<file path="config.mk">
export PLATFORM = sky130hd
export DESIGN_NAME = lru_repl_tracker
export DESIGN_NICKNAME = d
export VERILOG_FILES = /design/src/rtl/lru_repl_tracker_pkg.sv /design/src/rtl/lru_set_update.sv /design/src/rtl/lru_repl_tracker.sv
export SDC_FILE = /design/constraint.sdc
export NUM_CORES = 1
export LEC_CHECK = 0
export CELL_PAD_IN_SITES_DETAIL_PLACEMENT = 1
export CELL_PAD_IN_SITES_GLOBAL_PLACEMENT = 1
export CORE_ASPECT_RATIO = 1.4
export CORE_MARGIN = 2
export CORE_UTILIZATION = 30
export DETAILED_ROUTE_END_ITERATION = 10
export GPL_ROUTABILITY_DRIVEN = 0
export MAX_ROUTING_LAYER = met4
export PLACE_DENSITY = 0.5
export SLEW_MARGIN = 15
export SYNTH_ARGS = -nofsm -noshare
export SYNTH_HDL_FRONTEND = slang
export SYNTH_SLANG_ARGS = --single-unit
</file>
<file path="constraint.sdc">
create_clock -name clk -period 11.7 [get_ports clk]
set_clock_uncertainty 0.05 [all_clocks]
set_input_delay 2.34 -clock clk [delete_from_list [all_inputs] [get_ports clk]]
set_output_delay 2.34 -clock clk [all_outputs]
set_load 0.05 [all_outputs]
</file>
<file path="src/rtl/lru_repl_tracker_pkg.sv">
// Shared types for the LRU replacement tracker.
//   lru_op_t    : request opcode carried on req_op (encoding 3 is reserved
//                 and behaves as OP_HIT).
//   lru_state_t : control FSM states of lru_repl_tracker.
package lru_repl_tracker_pkg;

  typedef enum logic [1:0] {
    OP_HIT   = 2'd0,
    OP_MISS  = 2'd1,
    OP_INVAL = 2'd2
  } lru_op_t;

  typedef enum logic [1:0] {
    ST_INIT   = 2'd0,
    ST_IDLE   = 2'd1,
    ST_UPDATE = 2'd2
  } lru_state_t;

endpackage

</file>
<file path="src/rtl/lru_set_update.sv">
// Combinational LRU update for one set.
// Counters are WAY_W bits per way, WAYS-1 = MRU, 0 = LRU, and always form a
// permutation of 0..WAYS-1, so the increment/decrement below cannot wrap.
// Ports:
//   cnt_in     : packed counters of the set, way w at [w*WAY_W +: WAY_W]
//   op         : lru_op_t encoding (3 treated as hit)
//   way        : way for hit / invalidate
//   valid_mask : per-way line-valid bits, only consulted on a miss
//   target     : promoted, victim or demoted way
//   cnt_out    : packed counters after the update
module lru_set_update
  import lru_repl_tracker_pkg::*;
#(
  parameter int WAYS  = 8,
  parameter int WAY_W = $clog2(WAYS)
) (
  input  logic [WAYS*WAY_W-1:0] cnt_in,
  input  logic [1:0]            op,
  input  logic [WAY_W-1:0]      way,
  input  logic [WAYS-1:0]       valid_mask,
  output logic [WAY_W-1:0]      target,
  output logic [WAYS*WAY_W-1:0] cnt_out
);

  localparam logic [WAY_W-1:0] MRU = WAY_W'(WAYS - 1);

  logic             is_miss;
  logic             is_inval;
  logic             any_invalid;
  logic [WAY_W-1:0] invalid_way;
  logic [WAY_W-1:0] lru_way;
  logic [WAY_W-1:0] old_cnt;
  logic [WAY_W-1:0] cur;
  logic [WAY_W-1:0] nxt;

  // Target selection.
  // NOTE: every variable gets a default at the top of the block so no path
  // leaves it unassigned (which would infer a latch); blocking '=' is used
  // because these are combinational temporaries read later in the same block.
  always_comb begin
    is_miss     = (op == OP_MISS);
    is_inval    = (op == OP_INVAL);
    any_invalid = 1'b0;
    invalid_way = '0;
    lru_way     = '0;
    // Scan downward so the last hit is the lowest-index invalid way.
    for (int w = WAYS - 1; w >= 0; w--) begin
      if (!valid_mask[w]) begin
        any_invalid = 1'b1;
        invalid_way = WAY_W'(w);
      end
    end
    for (int w = 0; w < WAYS; w++) begin
      if (cnt_in[w*WAY_W +: WAY_W] == '0) lru_way = WAY_W'(w);
    end
    if (is_miss) target = any_invalid ? invalid_way : lru_way;
    else         target = way;
  end

  // Counter rewrite: promotion shifts younger ways down by one, demotion
  // shifts older ways up by one, keeping the set a permutation.
  always_comb begin
    old_cnt = '0;
    cur     = '0;
    nxt     = '0;
    cnt_out = '0;
    for (int w = 0; w < WAYS; w++) begin
      if (WAY_W'(w) == target) old_cnt = cnt_in[w*WAY_W +: WAY_W];
    end
    for (int w = 0; w < WAYS; w++) begin
      cur = cnt_in[w*WAY_W +: WAY_W];
      if (WAY_W'(w) == target) nxt = is_inval ? '0 : MRU;
      else if (is_inval)       nxt = (cur < old_cnt) ? cur + 1'b1 : cur;
      else                     nxt = (cur > old_cnt) ? cur - 1'b1 : cur;
      cnt_out[w*WAY_W +: WAY_W] = nxt;
    end
  end

endmodule

</file>
<file path="src/rtl/lru_repl_tracker.sv">
// Sequential LRU replacement tracker for an N-way set-associative cache.
// After reset it sweeps every set to the identity permutation (way i = i),
// then serves one hit/miss/invalidate request per two cycles.
// Ports:
//   clk, rst                 : clock, async active-high reset
//   req_valid / req_ready    : request handshake (ready only in IDLE)
//   req_op, req_set, req_way : opcode, set index, way (ignored on miss)
//   req_valid_mask           : per-way line-valid bits for miss victim choice
//   rsp_valid / rsp_way      : registered one-cycle result pulse
//   init_done                : high once the reset sweep has finished
module lru_repl_tracker
  import lru_repl_tracker_pkg::*;
#(
  parameter int WAYS  = 8,
  parameter int SETS  = 16,
  parameter int WAY_W = $clog2(WAYS),
  parameter int SET_W = $clog2(SETS)
) (
  input  logic             clk,
  input  logic             rst,
  input  logic             req_valid,
  output logic             req_ready,
  input  logic [1:0]       req_op,
  input  logic [SET_W-1:0] req_set,
  input  logic [WAY_W-1:0] req_way,
  input  logic [WAYS-1:0]  req_valid_mask,
  output logic             rsp_valid,
  output logic [WAY_W-1:0] rsp_way,
  output logic             init_done
);

  localparam logic [SET_W-1:0] LAST_SET = SET_W'(SETS - 1);

  lru_state_t             state;
  lru_state_t             state_nxt;
  logic [SET_W-1:0]       sweep_cnt;
  logic                   accept;

  logic [1:0]             cap_op;
  logic [SET_W-1:0]       cap_set;
  logic [WAY_W-1:0]       cap_way;
  logic [WAYS-1:0]        cap_mask;

  logic [WAYS*WAY_W-1:0]  lru_mem [SETS];
  logic [WAYS*WAY_W-1:0]  init_row;
  logic [WAY_W-1:0]       upd_way;
  logic [WAYS*WAY_W-1:0]  upd_cnt;

  always_comb begin
    init_row = '0;
    for (int w = 0; w < WAYS; w++) init_row[w*WAY_W +: WAY_W] = WAY_W'(w);
  end

  // Next-state and handshake decode.
  always_comb begin
    state_nxt = state;
    req_ready = 1'b0;
    case (state)
      ST_INIT:   if (sweep_cnt == LAST_SET) state_nxt = ST_IDLE;
      ST_IDLE: begin
        req_ready = 1'b1;
        if (req_valid) state_nxt = ST_UPDATE;
      end
      ST_UPDATE: state_nxt = ST_IDLE;
      default:   state_nxt = ST_INIT;
    endcase
  end

  assign accept = req_valid && req_ready;

  // NOTE: registered state uses non-blocking '<=' so every flop samples
  // values from before the edge, independent of block ordering.
  always_ff @(posedge clk or posedge rst) begin
    if (rst) begin
      state     <= ST_INIT;
      sweep_cnt <= '0;
      init_done <= 1'b0;
      rsp_valid <= 1'b0;
      rsp_way   <= '0;
      cap_op    <= '0;
      cap_set   <= '0;
      cap_way   <= '0;
      cap_mask  <= '0;
    end else begin
      state     <= state_nxt;
      rsp_valid <= (state == ST_UPDATE);
      if (state == ST_UPDATE) rsp_way <= upd_way;
      if (state == ST_INIT) begin
        sweep_cnt <= sweep_cnt + 1'b1;
        if (sweep_cnt == LAST_SET) init_done <= 1'b1;
      end
      if (accept) begin
        cap_op   <= req_op;
        cap_set  <= req_set;
        cap_way  <= req_way;
        cap_mask <= req_valid_mask;
      end
    end
  end

  // NOTE: the counter array has no reset; the INIT sweep that follows every
  // reset writes each set, so a reset branch here would only add fan-out.
  always_ff @(posedge clk) begin
    if (state == ST_INIT)        lru_mem[sweep_cnt] <= init_row;
    else if (state == ST_UPDATE) lru_mem[cap_set]   <= upd_cnt;
  end

  lru_set_update #(
    .WAYS  (WAYS),
    .WAY_W (WAY_W)
  ) u_set_update (
    .cnt_in     (lru_mem[cap_set]),
    .op         (cap_op),
    .way        (cap_way),
    .valid_mask (cap_mask),
    .target     (upd_way),
    .cnt_out    (upd_cnt)
  );

endmodule
</file>
==> summary.txt <==
Clocking
  – Cts repair resizes: 0
  – TritonCTS buffer count: 41
  – TritonCTS clock tree: done
  – Clk slew on worst S/H paths: 60 ps
  – CTS HTree Levels: 2
  – CTS Hold Buffers Added: 0
  – Buffer count from post-CTS setup fixing: 0
  – Clock root cell: clkbuf_16
  – Clk buf depth: 3
  – Clk Latency, worst-skew pair: 550 ps
  – Clock Sinks: 412

Logic synthesis
  – Post-synth EDFFs: 384
  – Distinct cells, synth: 82
  – Yosys warns: 0
  – Share of synthesized flip-flops with an asynchronous set or reset: 6.80%
  – Syn avg cell area: 16.6 um2
  – Number of synthesized register bits: 412
  – Cells after Synth: 1128
  – Top FF cell, synth: edfxtp_1
  – Post-synthesis cell area: 0.0187 mm2
  – Net count after synthesis: 1188
  – Register area share after synthesis: 65.5%

Critical path
  – FF-to-FF Start: cap_set[1]
  – Reg-to-Reg End: lru_mem[1][22]
  – Crit path cell chain: buf_4 -> mux4_2 -> mux2_2 -> o21ai_1 -> ha_1 -> ha_1 -> or4b_2 -> a32o_1 -> o21ai_2 -> a21oi_1 -> o21ai_0 -> o221ai_1 -> buf_4 -> ha_1 -> nand2_1 -> inv_1 -> o32ai_1 -> a211oi_2 -> a311oi_1 -> mux2_2 -> o21ai_1
  – Worst reg-to-reg path cell count: 21
  – Startpoint Class: flop
  – Critical path's most frequent cell: ha_1
  – CP Capture Point: lru_mem[1][22]
  – Worst reg-to-reg setup slack: 3370 ps
  – CP startpoint: cap_set[1]
  – WS Path Type: flop to flop
  – CP bufs+invs: 3
  – Crit path depth: 21
  – Crit-path max cell delay: 950 ps
  – Worst EP required: 11870 ps
  – WP data arrival: 8500 ps
  – CP max-delay cell: dfrtp_4
  – Crit path max fanout: 45
  – CP endpoint kind: flop
  – Worst path top cell family by delay: compound AO/OA/AOI/OAI gates

Timing
  – Post-route minimum period: 8330 ps
  – Post-route clock period utilization: 71.2%
  – Unrepaired setup endpoints after global routing: false
  – Slew headroom: 28.9%
  – FMAX: 0.120 GHz
  – Setup TNS: 0 ps
  – Worst slew pin tran: 1070 ps
  – Fin. max-slew vios: 0
  – Fin. Hold Viols: 0
  – Number of setup violations in the final report: 0

Detailed routing
  – Final WL: 53.2 mm
  – Pre-Repair DR Iteration Count: 5
  – Via density: 5.26
  – Starting DRT DRC Count: 754
  – Wirelength per Cell: 26.1 um
  – ANT nets after route: 0
  – Drt drc: 0
  – Via count: 10700

Job
  – Max_cap viols: 0

Worst hold path
  – Hold WC Path Type: flop to flop

Die
  – Die ar.: 0.0643 mm2
  – Die W: 215 um
  – Die height: 299 um
  – Initial Utilization: 30.2%
  – Num ports: 26
  – Rows: 108
  – Core Region: 0.0618 mm2

Global routing
  – Global-route wire length before repair: 79.5 mm
  – Largest net degree at the start of global routing: 46
  – GR Util All Layers: 17.3%
  – Antenna violations before repair: 0
  – Grt ovf: 0
  – Vias in the first global route: 11600

Run status
  – Status: finished, final reports clean

Layout
  – Layout cells sized above 1: 23.6%
  – Final nets: 1246
  – Antenna diodes: 0
  – Area grow syn2layout: 14.9%

Placement
  – Post-DP HPWL: 32.3 mm
  – Port Buf Inserts: 25
## layout by cell type, fill, tap and decap left out, types with 8 or more instances in the layout
cell,instances
edfxtp_1,384
mux4_2,110
nand2_1,60
buf_4,45
clkbuf_16,41
nor2_1,40
ha_1,40
inv_1,36
a21oi_1,34
o21ai_0,34
mux2_2,29
dfrtp_1,25
clkdlybuf4s50_1,25
nand3_1,22
nor2_4,16
mux2i_1,15
a31oi_1,15
clkbuf_1,15
nor3_1,14
nand2b_1,13
o211ai_1,11
and3_1,11
nand4_1,8
a21boi_0,8
o221ai_1,8
## cells in the mapped netlist, drive strengths merged, types with 11 or more instances
| cell type | count | share of area, % |
|---|---|---|
| a21oi | 35 | 0.94 |
| nor2 | 56 | 1.1 |
| nor3 | 14 | 0.38 |
| nand2b | 13 | 0.44 |
| o21ai | 40 | 1.2 |
| dfrtp | 28 | 3.8 |
| mux4 | 110 | 13 |
| ha | 40 | 2.7 |
| o211ai | 11 | 0.44 |
| a31oi | 16 | 0.54 |
| and3 | 12 | 0.43 |
| inv | 37 | 0.74 |
| mux2i | 15 | 0.80 |
| nand3 | 22 | 0.59 |
| nand2 | 60 | 1.2 |
| clkbuf | 29 | 0.58 |
| mux2 | 29 | 1.7 |
| buf | 28 | 0.78 |
| edfxtp | 384 | 62 |
## through the flow
step | hold WS, ps | worst slack (ps) | std cells | cell area [um2] | utilization [%]
5_1_grt | 475 | 2690 | 2041 | 21500 | 34.8
4_1_cts | 443 | 3280 | 2039 | 21400 | 34.7
6_report | 431 | 3370 | 2041 | 21500 | 34.8
2_1_floorplan | 429 | 3220 | 1128 | 18700 | -
3_3_place_gp | 419 | 3450 | 1966 | 20200 | 32.7
3_5_place_dp | 428 | 3270 | 1966 | 20200 | 32.7
## worst min path at each step
| stage | startpoint | cells past startpoint | endpoint | slack [ps] |
|---|---|---|---|---|
| 6_report | init_done | 1 | init_done | 430 |
| 5_1_grt | init_done | 1 | init_done | 470 |
| 4_1_cts | rsp_way[2] | 2 | rsp_way[2] | 440 |
| 3_5_place_dp | rsp_way[2] | 2 | rsp_way[2] | 430 |
| 3_3_place_gp | rsp_way[1] | 2 | rsp_way[1] | 420 |
| 2_1_floorplan | cap_way[2] | 1 | cap_way[2] | 430 |
## per-layer routing
metal / GRT usage, % / share of wire (%)
met1: 21.6 / 43
met2: 29.6 / 52
met3: 1.86 / 3.0
met4: 5.34 / 2.9
met5: - / 0
## flip-flops by register name, indices dropped and copies added (netlist names)
signal,flops
cap_op,2
cap_set,4
lru_mem,384
cap_way,3
rsp_valid,1
init_done,1
cap_mask,8
state,2
sweep_cnt,4
rsp_way,3
## area by class of cell
| class | count | area (um2) |
|---|---|---|
| clock buffer | 56 | 1080 |
| clock inverter | 17 | 170 |
| fill | 6249 | 40300 |
| inverter | 38 | 143 |
| multi-input combinational | 621 | 6190 |
| sequential | 412 | 12200 |
| tap | 825 | 1030 |
| timing repair buffer | 72 | 603 |
## cell families after synthesis
kind of cell,Yosys count,share of synthesized area [%]
muxes,154,15.8
adders and majority gates,41,2.74
buffers and inverters,95,2.12
DFF,412,65.5
xor gates and xnor gates,7,0.328
and+or+nand+nor,219,5.81
AOI/OAI and AO/OA,200,7.70
Power is left out: the tool's default activity adds up to more than one toggle a clock period on the data nets, which glitch-free logic cannot reach.
